[config.mk]
export PLATFORM = sky130hd
export DESIGN_NAME = rv32e_mem_arbiter
export DESIGN_NICKNAME = d
export VERILOG_FILES = /design/src/rtl/rv32e_mem_arbiter.sv
export SDC_FILE = /design/constraint.sdc
export NUM_CORES = 1
export LEC_CHECK = 0
export ABC_AREA = 1
export BUFFER_PORTS_ARGS = -buffer_cell sky130_fd_sc_hd__buf_2
export CORE_ASPECT_RATIO = 0.9
export CORE_MARGIN = 4
export CORE_UTILIZATION = 45
export CTS_CLUSTER_DIAMETER = 120
export DETAILED_ROUTE_END_ITERATION = 8
export GPL_ROUTABILITY_DRIVEN = 0
export PLACE_DENSITY = 0.77
export SLEW_MARGIN = 20
export SYNTH_ARGS = -nofsm -noshare
export SYNTH_HDL_FRONTEND = slang
export SYNTH_SLANG_ARGS = --single-unit
[constraint.sdc]
create_clock -name clk -period 1.4 [get_ports clk]
set_input_delay 0.07 -clock clk [delete_from_list [all_inputs] [get_ports clk]]
set_output_delay 0.07 -clock clk [all_outputs]
set_load 0.005 [all_outputs]
[src/rtl/rv32e_mem_arbiter.sv]
// rv32e_mem_arbiter
//   Shares one single-port unified memory between the CPU instruction-fetch
//   port (imem_*) and data port (dmem_*). Data requests win over fetches,
//   except that after MAX_D_BURST consecutive data grants with a fetch
//   waiting, the fetch is forced through. An access that sees no mem_ack for
//   TIMEOUT_CYCLES cycles is aborted and reported on bus_error.
//
// Ports
//   clk, reset        rising-edge clock, asynchronous active-low reset
//   imem_*            fetch request (level, held until imem_ready) / data out
//   dmem_*            load/store request (level, held until dmem_ready)
//   mem_*             memory side: req held until ack or abort, word address
//   bus_error         one-cycle pulse alongside the ready of an aborted access
//   grant_is_data     1 when the current/last grant went to the data port
module rv32e_mem_arbiter #(
    parameter int unsigned MAX_D_BURST    = 4,
    parameter int unsigned TIMEOUT_CYCLES = 255
) (
    input  logic        clk,
    input  logic        reset,
    input  logic [31:0] imem_addr,
    input  logic        imem_read,
    output logic [31:0] imem_data,
    output logic        imem_ready,
    input  logic [31:0] dmem_addr,
    input  logic [31:0] dmem_data_out,
    input  logic        dmem_read,
    input  logic        dmem_write,
    input  logic [3:0]  dmem_byte_enable,
    output logic [31:0] dmem_data_in,
    output logic        dmem_ready,
    output logic        mem_req,
    output logic        mem_we,
    output logic [31:0] mem_addr,
    output logic [31:0] mem_wdata,
    output logic [3:0]  mem_be,
    input  logic [31:0] mem_rdata,
    input  logic        mem_ack,
    output logic        bus_error,
    output logic        grant_is_data
);

    localparam int unsigned BW = (MAX_D_BURST > 0) ? $clog2(MAX_D_BURST + 1) : 1;
    localparam logic [BW-1:0] BURST_MAX = BW'(MAX_D_BURST);
    localparam logic [15:0]   TMO_LAST  = 16'(TIMEOUT_CYCLES - 1);

    typedef enum logic [1:0] {
        IDLE,
        BUSY,
        DONE
    } state_t;

    state_t        state;
    state_t        state_nxt;
    logic [BW-1:0] burst_cnt;
    logic [15:0]   tcnt;
    logic          dreq;
    logic          fetch_forced;
    logic          grant_d;
    logic          grant_i;
    logic          timeout;

    // Byte offset bits never reach the memory: accesses are word aligned.
    logic unused_addr_bits;
    assign unused_addr_bits = ^{imem_addr[1:0], dmem_addr[1:0]};

    assign dreq         = dmem_read | dmem_write;
    assign fetch_forced = imem_read && (burst_cnt == BURST_MAX);
    assign grant_d      = dreq && !fetch_forced;
    assign grant_i      = imem_read && !grant_d;
    assign timeout      = (tcnt == TMO_LAST);

    always_ff @(posedge clk or negedge reset) begin
        if (!reset) begin
            state <= IDLE;
        end else begin
            state <= state_nxt;
        end
    end

    always_comb begin
        state_nxt = state;
        case (state)
            IDLE:    if (grant_d || grant_i) state_nxt = BUSY;
            BUSY:    if (mem_ack || timeout) state_nxt = DONE;
            DONE:    state_nxt = IDLE;
            default: state_nxt = IDLE;
        endcase
    end

    always_ff @(posedge clk or negedge reset) begin
        if (!reset) begin
            mem_req       <= 1'b0;
            mem_we        <= 1'b0;
            mem_addr      <= '0;
            mem_wdata     <= '0;
            mem_be        <= '0;
            imem_data     <= '0;
            dmem_data_in  <= '0;
            imem_ready    <= 1'b0;
            dmem_ready    <= 1'b0;
            bus_error     <= 1'b0;
            grant_is_data <= 1'b0;
            burst_cnt     <= '0;
            tcnt          <= '0;
        end else begin
            // Completion pulses are raised on BUSY->DONE and last one cycle.
            imem_ready <= 1'b0;
            dmem_ready <= 1'b0;
            bus_error  <= 1'b0;
            case (state)
                IDLE: begin
                    tcnt <= '0;
                    if (grant_d) begin
                        mem_req       <= 1'b1;
                        mem_we        <= dmem_write;
                        mem_addr      <= {dmem_addr[31:2], 2'b00};
                        mem_wdata     <= dmem_write ? dmem_data_out : '0;
                        mem_be        <= dmem_write ? dmem_byte_enable : '1;
                        grant_is_data <= 1'b1;
                    end else if (grant_i) begin
                        mem_req       <= 1'b1;
                        mem_we        <= 1'b0;
                        mem_addr      <= {imem_addr[31:2], 2'b00};
                        mem_wdata     <= '0;
                        mem_be        <= '1;
                        grant_is_data <= 1'b0;
                    end
                    // Counts data grants that overtook a waiting fetch.
                    if (!imem_read || grant_i) begin
                        burst_cnt <= '0;
                    end else if (grant_d && (burst_cnt != BURST_MAX)) begin
                        burst_cnt <= burst_cnt + BW'(1);
                    end
                end
                BUSY: begin
                    if (mem_ack) begin
                        mem_req <= 1'b0;
                        if (!mem_we) begin
                            if (grant_is_data) dmem_data_in <= mem_rdata;
                            else               imem_data    <= mem_rdata;
                        end
                        dmem_ready <= grant_is_data;
                        imem_ready <= !grant_is_data;
                    end else if (timeout) begin
                        mem_req   <= 1'b0;
                        bus_error <= 1'b1;
                        if (grant_is_data) dmem_data_in <= '0;
                        else               imem_data    <= '0;
                        dmem_ready <= grant_is_data;
                        imem_ready <= !grant_is_data;
                    end else begin
                        tcnt <= tcnt + 16'd1;
                    end
                end
                default: ;
            endcase
        end
    end

endmodule
[Word-level counts from Yosys, hierarchy flattened]
Cells that the tools add are included.
Widths: inputs -> output; s select.
Cells by class
  eq/ne operators: 11
  muxes and demuxes: 43
  bitwise gates (word level): 2
  reductions and logical operators: 23
  add/subtract/negate cells: 2
Operator list (number)
  $mux 32: 15
  $mux 16: 2
  $pmux 16 s2: 1
  $add 16x1->16 const B: 1
  $eq 16x8->1 const B: 1
  $mux 1: 16
  $mux 4: 3
  $ne 2x2->1 const B: 5
  $ne 3x3->1 const B: 3
  $reduce_and 4->1: 2
  $reduce_bool 2->1: 4
  $mux 3: 2
  $reduce_and 2->1: 3
  $reduce_and 3->1: 2
  $logic_and 1x1->1: 4
  $logic_not 1->1: 4
  $mux 2: 2
  $pmux 2 s2: 1
  $add 3x1->3 const B: 1
  $eq 3x3->1 const B: 1
  $logic_or 1x1->1: 3
  $eq 2x1->1 const B: 1
  $logic_not 2->1: 1
  $pmux 1 s2: 1
  2 further kinds: 2
Word-level totals
  register bits after elaboration: 159
  output and inout port bits: 138
  bits of input ports: 138

[Logic depth before layout (Yosys ltp)]
Gate-level depths: netlist of the first run.
  depth in word-level cells: 9
  depth in mapped cells: 10
  gate-level depth less buffers: 9

[Worst setup path before layout of the first run]
OpenSTA, ideal clock, no wires.
  path type: reg2reg
  start: reg tcnt[0]
  end: reg dmem_data_in[11]
  data arrival time: 1.370 ns
  setup slack: -0.087 ns
  path buffers: 1
  clock period less this slack: 1.487 ns
  cell stages (with the launch flop): 11
  data required time: 1.283 ns
  cells stage by stage: dfrtp_1 -> inv_1 -> ha_1 -> nand3_1 -> nor2_2 -> nand2_2 -> nand2_4 -> nand3_2 -> buf_2 -> nand2_1 -> nand2_1
On the way
  longest elaborated chain between the ends: 3
RTL lines
  start, declared: RTL line 56  | logic [15:0] tcnt;
  start signal, assigned: RTL line 153  | tcnt <= tcnt + 16'd1;
  $eq 16x8->1: RTL line 71  | assign timeout = (tcnt == TMO_LAST);
  $reduce_bool 2->1 (no source line)
  $reduce_and 4->1 (no source line)
  end signal, assigned: RTL line 140  | if (grant_is_data) dmem_data_in <= mem_rdata;
  end, declared: RTL line 30  | output logic [31:0] dmem_data_in,
No other way between the ends.
A chain may end at the register's enable or synchronous reset.

[Final worst setup path of the first run]
  start: reg state[1]
  end: reg mem_addr[28]
On the way
  longest elaborated chain between the ends: 2
RTL lines
  start, declared: RTL line 53  | state_t state;
  start signal, assigned: RTL line 77  | state <= state_nxt;
  $logic_not 2->1: RTL line 111  | case (state)
  $reduce_and 2->1 (no source line)
  end signal, assigned: RTL line 117  | mem_addr <= {dmem_addr[31:2], 2'b00};
  end signal, assigned: RTL line 124  | mem_addr <= {imem_addr[31:2], 2'b00};
  end, declared: RTL line 34  | output logic [31:0] mem_addr,
No other way between the ends.

==> summary.md, run 1 <==
| Metric | Value |
|---|---|
| Max VDD drop | `1360 uV` |
| Top_reg_cell synth | `dfrtp_1` |
| Slowest CP cell | `dfrtp_2` |
| First-pass GRT wire length | `42800 microns` |
| Setup CP Type | `register to register` |
| Starting DRC count in detailed routing | `964` |
| Async set-reset flop share out of synthesis | `100%` |
| Non-Filler Instances | `1564` |
| Crit-path cells | `nor2_4, inv_2, nor2_4, buf_8, o21ai_0, o21ai_1` |
| Sinks on Clock Net | `157` |
| Largest net degree at the start of global routing | `64` |
| Footprint of the multi-input gates | `0.00352 sq mm` |
| Grt total ovfl | `0` |
| Rows | `44` |
| Pwr Density | `1940 mW/mm^2` |
| Register Area | `0.00393 sq mm` |
| Max-Cap Viols | `0` |
| Port Buf Inserts | `269` |
| Dpl cells | `1382` |
| Seq/Total Area, Yosys | `53.5%` |
| Clk_lat worst skew | `0.44 ns` |
| Startpoint types | `register` |
| H-tree depth | `4` |
| Final net count | `1486` |
| Slew margin rel. | `66.0%` |
| Die ar. | `0.0184 sq mm` |
| I/O pins | `276` |
| Slew Viols, Final | `0` |
| Least-Margin Pin Slew | `0.510 ns` |
| Part of the cycle the worst path needs | `115%` |
| Post-Syn Area | `0.00734 sq mm` |
| Core area | `0.0161 sq mm` |
| Synthesized flop and latch total | `157` |
| Initial antenna violation count | `2` |
| Class of the worst hold path | `input port to register` |
| Worst clock skew | `0.0143 ns` |
| Share of the synthesized area in the top cell type | `53.5%` |
| Via count | `9030` |
| Failing checks | `setup timing` |
| Syn_area_per_cell | `8.20 sq um` |
| Die width | `143 microns` |
| Setup Viol. Count Final | `147` |
| Worst endpoint required time | `1.72 ns` |
| Drt drc | `0` |
| Min cycle time layout | `1.60 ns` |
| Outcome | `finished with violations` |
| Layout area overhead | `67.1%` |
| Most common cell in the netlist | `nand2_1` |
| Final core utilization | `76.3%` |
| RSZ-0062 raised after global routing | `true` |
| Worst Path Arrival | `1.92 ns` |
| Post-synth EDFFs | `0` |
| Synth warn | `0` |
| Yosys cell types | `30` |
| Leak | `6.71 nW` |
| WL final | `34500 microns` |
| DPL Wire Length | `16300 microns` |
| Total CTS buffers | `17` |
| Root buf cell | `clkbuf_16` |
| Cell repeated most along the worst path | `nor2_4` |
| Top cells by area, synth | `dfrtp_1 (54%), nand2_1 (18%), nand4_1 (5.9%)` |
| Antenna viol nets, final | `0` |
| Clock slew at reported path FFs | `0.08 ns` |
| Router iterations before antenna repair | `6` |
| Die height | `129 microns` |
| Max incr delay on CP | `0.45 ns` |
| Crit path max fanout | `20` |
| Diode count | `0` |
| Fmax | `623 MHz` |
| Hold Violations, Final | `0` |
| Worst setup EP type | `register` |
| Fillers | `974` |
| Vias in the first global route | `8231` |
| All-Layer GR Usage | `29.8%` |
| Layout cell share with drive strength beyond 1 | `42.2%` |
| CTS Buffer Depth | `2` |
| Via density | `5.77` |
| Setup ws final | `-0.205 ns` |
| Power, Total | `0.0238 W` |
| Starting Density | `45.7%` |
| CTS tree | `done` |
| Post-synth top area cell | `dfrtp_1` |
| Routed len/inst | `22.1 microns` |
| Most common library cells after synthesis | `nand2_1 (350), dfrtp_1 (157), nand4_1 (69)` |
| Post-Synthesis Cells | `895` |
## power breakdown
group	total, W	internal, W	switching, W	leakage, nW
sequential	0.00800	0.00637	0.00163	2.03
clock	0.00462	0.00249	0.00213	0.267
combinational	0.0111	0.00475	0.00640	4.41
total	0.0238	0.0136	0.0102	6.71
## metrics by stage
step	setup slack, ns	instance area (sq um)	setup TNS (ns)	hold slack, ns
finish	-0.205	12300	-11.54	0.0114
global route	-0.236	12300	-24.12	0.0149
CTS	-0.102	11200	-5.92	0.00272
detailed placement	-0.148	9230	-13.73	0.0520
global placement	-0.0969	9230	-10.14	0.0519
floorplan	-0.00342	7420	-0.104	-0.226
## flip-flops by register name, summed over array words and instances (netlist names)
| signal | cells |
|---|---|
| imem_data | 32 |
| mem_we | 1 |
| bus_error | 1 |
| mem_wdata | 32 |
| mem_req | 1 |
| imem_ready | 1 |
| state | 2 |
| burst_cnt | 3 |
| grant_is_data | 1 |
| mem_be | 4 |
| tcnt | 16 |
| dmem_ready | 1 |
| dmem_data_in | 32 |
| mem_addr | 30 |
## cells in the final DEF (no fill, tap or decap), drive strengths merged, types with 6 or more instances in the layout
master	instances
nor2	59
nand2	353
a21oi	8
inv	72
dlygate4sd3	120
o21ai	88
nand4	69
nand3	24
clkbuf	26
buf	357
dfrtp	157
clkinv	6
## worst max-delay path, delay by kind of cell, from the launching register on
kind | cells | cell delay (ns)
AO/OA/AOI/OAI | 2 | 0.48
flip-flops | 1 | 0.45
AND/OR/NAND/NOR | 2 | 0.28
buffers and inverters | 2 | 0.27
## logic make-up (layout without fill, tap and decap cells)
group	Yosys count	count (layout)	synth area share (%)
simple gates	506	506	29.6
fa+ha+maj	4	4	0.682
other cells	1	2	0.0511
buf+inv	125	586	8.80
compound gates	101	101	7.28
xor+xnor	1	1	0.119
flops	157	157	53.5
## layout make-up
type	count	area share, %
Sequential cell	157	32.0
Timing Repair Buffer	485	30.1
Inverter	68	2.29
Clock buffer	18	3.50
Multi-Input combinational cell	614	28.7
Timing Repair inverter	1	0.0918
Tap cell	207	2.11
Clock inverter	14	1.11
## routing by layer
layer	vias to the layer above	part of all wire (%)	GRT usage (%)
met5	-	0.038	0
met4	2	8.1	16.3
met3	240	12	8.30
met2	854	46	48.3
met1	4168	34	36.3
li1	3766	-	-
## final timing paths
kind                               start         endpoint  slack [ns]  cells after the start
hold reg to reg            imem_data[18]    imem_data[18]        0.47                      2
setup / recovery                state[1]     mem_addr[28]       -0.20                      6
hold / removal             mem_rdata[10]    imem_data[10]        0.01                      5
setup reg to reg                state[1]     mem_addr[28]       -0.20                      6
min in group asynchronous          reset  dmem_data_in[2]        0.15                      2
max in group asynchronous          reset  dmem_data_in[3]        0.64                      3
## timing repair
action,CTS,global route
hold endpoints to repair,203,0
setup endpoints to repair,148,153
resized for setup,47,228
hold buffers,120,0
cloned,1,13
pin swaps,8,27
buffers inserted,7,10
No activity file was read; power rests on OpenSTA's default activity.
==> run 2, diff against run 1 <==
--- a/config.mk
+++ b/config.mk
@@ -18,3 +18,4 @@
 export SYNTH_ARGS = -nofsm -noshare
 export SYNTH_HDL_FRONTEND = slang
 export SYNTH_SLANG_ARGS = --single-unit
+export TNS_END_PERCENT = 50
==> summary.md, run 2 (synthesis results as in run 1) <==
| Metric | Value |
|---|---|
| Outcome | `finished with violations` |
| Failing checks | `setup timing` |
| Total CTS buffers | `17` |
| Met2 wire length | `14800 microns` |
| Class of the worst hold path | `input port to register` |
| CP Depth | `9` |
| Starting Density | `45.7%` |
| Combinational cell fraction of total power | `44.3%` |
| Worst Path Arrival | `1.92 ns` |
| RSZ-0062 raised after global routing | `true` |
| All-Layer GR Usage | `29.5%` |
| Setup ws final | `-0.228 ns` |
| Max VDD drop | `1160 uV` |
| Hold Violations, Final | `0` |
| Slew Viols, Final | `0` |
| H-tree depth | `4` |
| R2R Setup Slk | `-0.23 ns` |
| Router iterations before antenna repair | `5` |
| Min cycle time layout | `1.63 ns` |
| Rows | `44` |
| Die height | `129 microns` |
| CTS Buffer Depth | `2` |
| Setup Viol. Count Final | `150` |
| Part of the cycle the worst path needs | `116%` |
| Drt drc | `0` |
| Initial antenna violation count | `1` |
| Sinks on Clock Net | `157` |
| Via count | `8552` |
| Antenna viol nets, final | `0` |
| Leak | `6.44 nW` |
| Layout area overhead | `60.0%` |
| WL final | `31100 microns` |
| Final net count | `1471` |
| Startpoint types | `register` |
| Grt total ovfl | `0` |
| Via density | `5.52` |
| Setup CP Type | `register to register` |
| Layout cell share with drive strength beyond 1 | `38.4%` |
| Reg2reg path depth | `9` |
| Core area | `0.0161 sq mm` |
| Largest net degree at the start of global routing | `41` |
| Met3 wire len | `3340 microns` |
| Max Used Layer | `met4` |
| I/O pins | `276` |
| Port Buf Inserts | `269` |
| Wire length on met1 | `10800 microns` |
| Max incr delay on CP | `0.40 ns` |
| CTS tree | `done` |
| Largest regs | `dmem_data_in x32, imem_data x32, mem_wdata x32` |
| Crit path max fanout | `6` |
| Root buf cell | `clkbuf_16` |
| Commonest cells after routing, fill and taps aside | `nand2_1 (301), buf_2 (268), dfrtp_1 (156), dlygate4sd3_1 (114), nand4_1 (69)` |
| Die ar. | `0.0184 sq mm` |
| Worst setup EP type | `register` |
| First-pass GRT wire length | `42900 microns` |
| Routed len/inst | `20.0 microns` |
| Vias in the first global route | `8310` |
| Non-Filler Instances | `1550` |
| Max-Cap Viols | `0` |
| Die width | `143 microns` |
| Critical Path End | `mem_addr[31]` |
| CP delay by family, top | `buffers and inverters` |
| Cell repeated most along the worst path | `inv_2` |
| Switching pwr | `0.00897 W` |
| Internal power | `0.0129 W` |
| Clock power frac | `20.5%` |
| Net Sw Frac | `41.0%` |
| Pwr Density | `1860 mW/mm^2` |
| Worst endpoint required time | `1.69 ns` |
| Buf+Inv Stages, Crit Path | `4` |
| Worst clock skew | `0.0155 ns` |
| Starting DRC count in detailed routing | `954` |
| Setup WS pre-CTS | `-0.138 ns` |
| Crit-path cells | `inv_2, ha_4, nand3_2, nand2_2, inv_2, buf_6, buf_16, o21ai_2, o21ai_1` |
| Seq pwr share | `35.3%` |
| Dpl cells | `1386` |
| Commonest non-fill, non-tap cell in the layout | `nand2_1` |
| RR Endpoint | `mem_addr[31]` |
| Worst r2r src | `burst_cnt[1]` |
| Clock slew at reported path FFs | `0.07 ns` |
| Crit path launch | `burst_cnt[1]` |
| Fmax | `614 MHz` |
| DPL Wire Length | `16100 microns` |
| Clk_lat worst skew | `0.43 ns` |
| Slowest CP cell | `dfrtp_1` |
## run 2: changes by cell type in the layout (fill, tap and decap cells not counted), sizes merged
cell,before,now
buf,357,353
clkbuf,26,23
clkinvlp,4,3
diode,0,2
dlygate4sd3,120,114
inv,72,70
## run 2: layout make-up
type | instances | area, sq um
fillers | 1077 | 4330
flip-flops and latches | 157 | 3930
repair buffers | 471 | 3430
multi-input cells | 614 | 3290
clock buffers | 19 | 443
inverters | 68 | 265
well taps | 207 | 259
clock inverters | 12 | 114
diodes | 2 | 5.00
## run 2: stage by stage
| stage | utilization (%) | hold WS [ns] | TNS, ns | instance area, sq um | total power, W |
|---|---|---|---|---|---|
| final | 73.1 | 0.0142 | -10.95 | 11700 | 0.0219 |
| after detailed placement | 57.6 | -0.0198 | -12.39 | 9260 | 0.0150 |
| after CTS | 69.3 | 0.000471 | -5.31 | 11100 | 0.0200 |
| after floorplan | - | -0.226 | -0.225 | 7420 | 0.0112 |
| after global placement | 57.6 | -0.0192 | -6.42 | 9260 | 0.0147 |
| after global routing | 73.0 | 0.0237 | -23.51 | 11700 | 0.0229 |
## run 2: timing repair
| action | in CTS | in global routing |
|---|---|---|
| setup endpoints to repair | 150 | 155 |
| hold buffers | 114 | 0 |
| resized for setup | 49 | 157 |
| pin swaps | 10 | 12 |
| cloned | 2 | 5 |
| setup buffers | 8 | 3 |
| endpoints found under the hold margin | 249 | 0 |
## run 2: metal layers
| layer | track usage, % | up-vias |
|---|---|---|
| met2 | 50.1 | 695 |
| met5 | 0 | - |
| met1 | 35.3 | 3949 |
| li1 | - | 3740 |
| met4 | 15.0 | 0 |
| met3 | 6.79 | 168 |
## run 2: worst min path at each step
stage / slack, ns / to / cells after the start / start
after CTS: 0.0005 / dmem_data_in[4] / 5 / mem_rdata[4]
after global placement: -0.02 / tcnt[14] / 1 / reset
final: 0.01 / imem_data[17] / 5 / mem_rdata[17]
after detailed placement: -0.02 / tcnt[11] / 1 / reset
after global routing: 0.02 / imem_data[0] / 5 / mem_rdata[0]
after floorplan: -0.23 / burst_cnt[0] / 0 / reset
## run 2: worst register-to-register path, stage by stage, from the launching register on
cell	delay, ns
dfrtp_1	0.40
inv_2	0.10
ha_4	0.13
nand3_2	0.05
nand2_2	0.09
inv_2	0.05
buf_6	0.14
buf_16	0.15
o21ai_2	0.24
o21ai_1	0.14
## run 2: power groups by stage
stage | sequential, W | combinational (W) | clock, W
global placement | 0.00747 | 0.00725 | 0
floorplan | 0.00755 | 0.00370 | 0
detailed placement | 0.00747 | 0.00749 | 0
CTS | 0.00746 | 0.00808 | 0.00450
global route | 0.00783 | 0.0104 | 0.00473
finish | 0.00771 | 0.00968 | 0.00447
==> run 3, diff against run 2 <==
--- a/config.mk
+++ b/config.mk
@@ -5,12 +5,12 @@
 export SDC_FILE = /design/constraint.sdc
 export NUM_CORES = 1
 export LEC_CHECK = 0
-export ABC_AREA = 1
 export BUFFER_PORTS_ARGS = -buffer_cell sky130_fd_sc_hd__buf_2
 export CORE_ASPECT_RATIO = 0.9
 export CORE_MARGIN = 4
-export CORE_UTILIZATION = 45
+export CORE_UTILIZATION = 44
 export CTS_CLUSTER_DIAMETER = 120
+export CTS_CLUSTER_SIZE = 12
 export DETAILED_ROUTE_END_ITERATION = 8
 export GPL_ROUTABILITY_DRIVEN = 0
 export PLACE_DENSITY = 0.77
==> summary.md, run 3 <==
| Metric | Value |
|---|---|
| Outcome | `finished with violations` |
| Failing checks | `setup timing` |
| Vias in the first global route | `7813` |
| DPL Wire Length | `15500 microns` |
| Commonest cells after routing, fill and taps aside | `buf_2 (268), nand2_1 (210), dfrtp_1 (154), dlygate4sd3_1 (131), a21oi_1 (66)` |
| Footprint of the multi-input gates | `0.00273 sq mm` |
| Register Area | `0.00393 sq mm` |
| Starting DRC count in detailed routing | `470` |
| Share of the synthesized area in the top cell type | `58.1%` |
| Port Buf Inserts | `269` |
| Root buf cell | `clkbuf_16` |
| Largest net degree at the start of global routing | `49` |
| Routed len/inst | `19.2 microns` |
| Post-synth top area cell | `dfrtp_1` |
| Commonest non-fill, non-tap cell in the layout | `buf_2` |
| Antenna viol nets, final | `0` |
| RR Endpoint | `imem_data[24]` |
| Post-Synthesis Cells | `706` |
| Core area | `0.0149 sq mm` |
| Setup Viol. Count Final | `152` |
| Power, Total | `0.0206 W` |
| Total CTS buffers | `17` |
| Crit path launch | `tcnt[0]` |
| Rows | `42` |
| Drt drc | `0` |
| Initial antenna violation count | `0` |
| Slew Viols, Final | `0` |
| Die ar. | `0.0174 sq mm` |
| Syn_area_per_cell | `9.58 sq um` |
| Max incr delay on CP | `0.39 ns` |
| Seq/Total Area, Yosys | `58.1%` |
| Layout area overhead | `65.0%` |
| Via count | `7565` |
| Worst clock skew | `0.0120 ns` |
| Setup WS pre-CTS | `-0.396 ns` |
| Max-Cap Viols | `0` |
| Leak | `5.49 nW` |
| Top_reg_cell synth | `dfrtp_1` |
| Hold path startpoint | `mem_ack` |
| Most common cell in the netlist | `nand2_1` |
| Setup CP Type | `register to register` |
| CTS Buffer Depth | `2` |
| WL final | `26500 microns` |
| Slowest CP cell | `dfrtp_1` |
| Most common library cells after synthesis | `nand2_1 (212), dfrtp_1 (157), a21oi_1 (66)` |
| Max VDD drop | `1050 uV` |
| R2R Setup Slk | `-0.38 ns` |
| Async set-reset flop share out of synthesis | `100%` |
| Final net count | `1307` |
| Clk_lat worst skew | `0.42 ns` |
| Post-synth EDFFs | `0` |
| Worst hold stages | `3` |
| Worst r2r src | `tcnt[0]` |
| Min cycle time layout | `1.78 ns` |
| H-tree depth | `4` |
| Hold Violations, Final | `0` |
| Pwr Density | `1840 mW/mm^2` |
| Least-Margin Pin Slew | `0.505 ns` |
| Die height | `126 microns` |
| Grt total ovfl | `0` |
| Crit path max fanout | `16` |
| I/O pins | `276` |
| Crit-path cells | `inv_1, ha_1, nor4b_4, nand4_1, buf_4, nor3_4, buf_12, clkbuf_16, a21oi_1` |
| Slew margin rel. | `66.3%` |
| Post-Syn Area | `0.00676 sq mm` |
| Synthesized flop and latch total | `157` |
| Final core utilization | `75.0%` |
| All-Layer GR Usage | `29.6%` |
| Largest regs | `dmem_data_in x32, imem_data x32, mem_wdata x32` |
| Layout cell share with drive strength beyond 1 | `36.7%` |
| Setup ws final | `-0.376 ns` |
| Yosys cell types | `53` |
| Reg2reg path depth | `9` |
| Router iterations before antenna repair | `6` |
| Clock slew at reported path FFs | `0.06 ns` |
| Fillers | `914` |
| Worst Path Arrival | `2.08 ns` |
| Part of the cycle the worst path needs | `127%` |
| Startpoint types | `register` |
| Buf+Inv Stages, Crit Path | `4` |
| Class of the worst hold path | `input port to register` |
| RSZ-0062 raised after global routing | `true` |
| Top cells by area, synth | `dfrtp_1 (58%), nand2_1 (12%), a21oi_1 (4.9%)` |
| Worst endpoint required time | `1.71 ns` |
| DP Area | `0.00895 sq mm` |
| Worst setup EP type | `register` |
| CTS tree | `done` |
| Via density | `5.50` |
| Fin area | `0.0112 sq mm` |
| CP delay by family, top | `buffers and inverters` |
| First-pass GRT wire length | `41600 microns` |
| Fmax | `563 MHz` |
| Worst-case hold path end point | `tcnt[4]` |
| Synth warn | `0` |
| Diode count | `0` |
| Starting Density | `45.5%` |
| Sinks on Clock Net | `157` |
| Die width | `139 microns` |
-- run 3: cell types whose count changed after synthesis, moves of 7 or more --
cell / previous run / this run
inv_2: 7 / 0
a31oi_1: 0 / 32
nand2_1: 350 / 212
clkbuf_1: 10 / 28
o21ai_1: 26 / 0
inv_1: 60 / 8
nand3_1: 21 / 10
nand4_1: 69 / 11
a21oi_1: 7 / 66
a22o_1: 0 / 32
buf_6: 10 / 1
nor2_1: 53 / 43
o21ai_0: 62 / 9
-- run 3: cells by family (layout without fill, tap and decap cells) --
logic type	after synthesis	in the layout	share of synthesized area, %
and+or+nand+nor	315	315	20.7
AOI/OAI and AO/OA	165	165	15.9
DFF	157	157	58.1
buffers and inverters	61	532	4.00
adders and majority gates	4	4	0.740
muxes	3	3	0.444
other	1	2	0.0555
-- run 3: routing by layer --
layer | part of all wire [%] | track usage (%) | up-vias
li1 | - | - | 3363
met1 | 37 | 35.3 | 3640
met2 | 50 | 50.1 | 479
met3 | 9.2 | 8.29 | 83
met4 | 3.8 | 13.7 | 0
met5 | 0 | 0 | -
-- run 3: cell type report --
cell class	count	share of cell area, %
flip-flops and latches	157	35.3
repair buffers	492	32.7
multi-input cells	489	24.5
clock buffers	19	4.06
well taps	198	2.22
clock inverters	13	0.965
inverters	8	0.269
-- run 3: worst max-delay path by stage --
| stage | to | slack [ns] | cells after the start |
|---|---|---|---|
| floorplan | dmem_data_in[10] | -0.28 | 7 |
| global placement | dmem_data_in[8] | -0.35 | 7 |
| detailed placement | tcnt[5] | -0.40 | 7 |
| CTS | imem_data[2] | -0.33 | 8 |
| global route | imem_data[1] | -0.49 | 9 |
| finish | imem_data[24] | -0.38 | 9 |
-- run 3: report_power, final --
part | total [W] | switching, W | internal (W)
registers | 0.00778 | 0.00130 | 0.00649
logic | 0.00843 | 0.00440 | 0.00403
clock network | 0.00435 | 0.00196 | 0.00240
total | 0.0206 | 0.00766 | 0.0129
-- run 3: metrics by stage --
step                      hold slack (ns)  TNS [ns]  instances
after floorplan                    -0.226    -22.90        707
after global placement             0.0510    -30.18       1201
after detailed placement           0.0591    -34.63       1201
after CTS                          0.0472    -27.72       1368
after global routing                0.109    -45.78       1376
final                              0.0665    -33.26       1376
-- run 3: worst register-to-register path: stages, from the launching register on --
cell       delay (ns)
dfrtp_1          0.39
inv_1            0.06
ha_1             0.14
nor4b_4          0.25
nand4_1          0.12
buf_4            0.17
nor3_4           0.15
buf_12           0.15
clkbuf_16        0.17
a21oi_1          0.05
-- run 3: what timing repair did --
action | CTS | global route
buffers inserted | 4 | 5
hold buffers | 131 | 0
hold endpoints to repair | 272 | 0
pin swaps | 13 | 7
cloned | 0 | 3
setup endpoints to repair | 157 | 157
gates resized for setup | 27 | 26
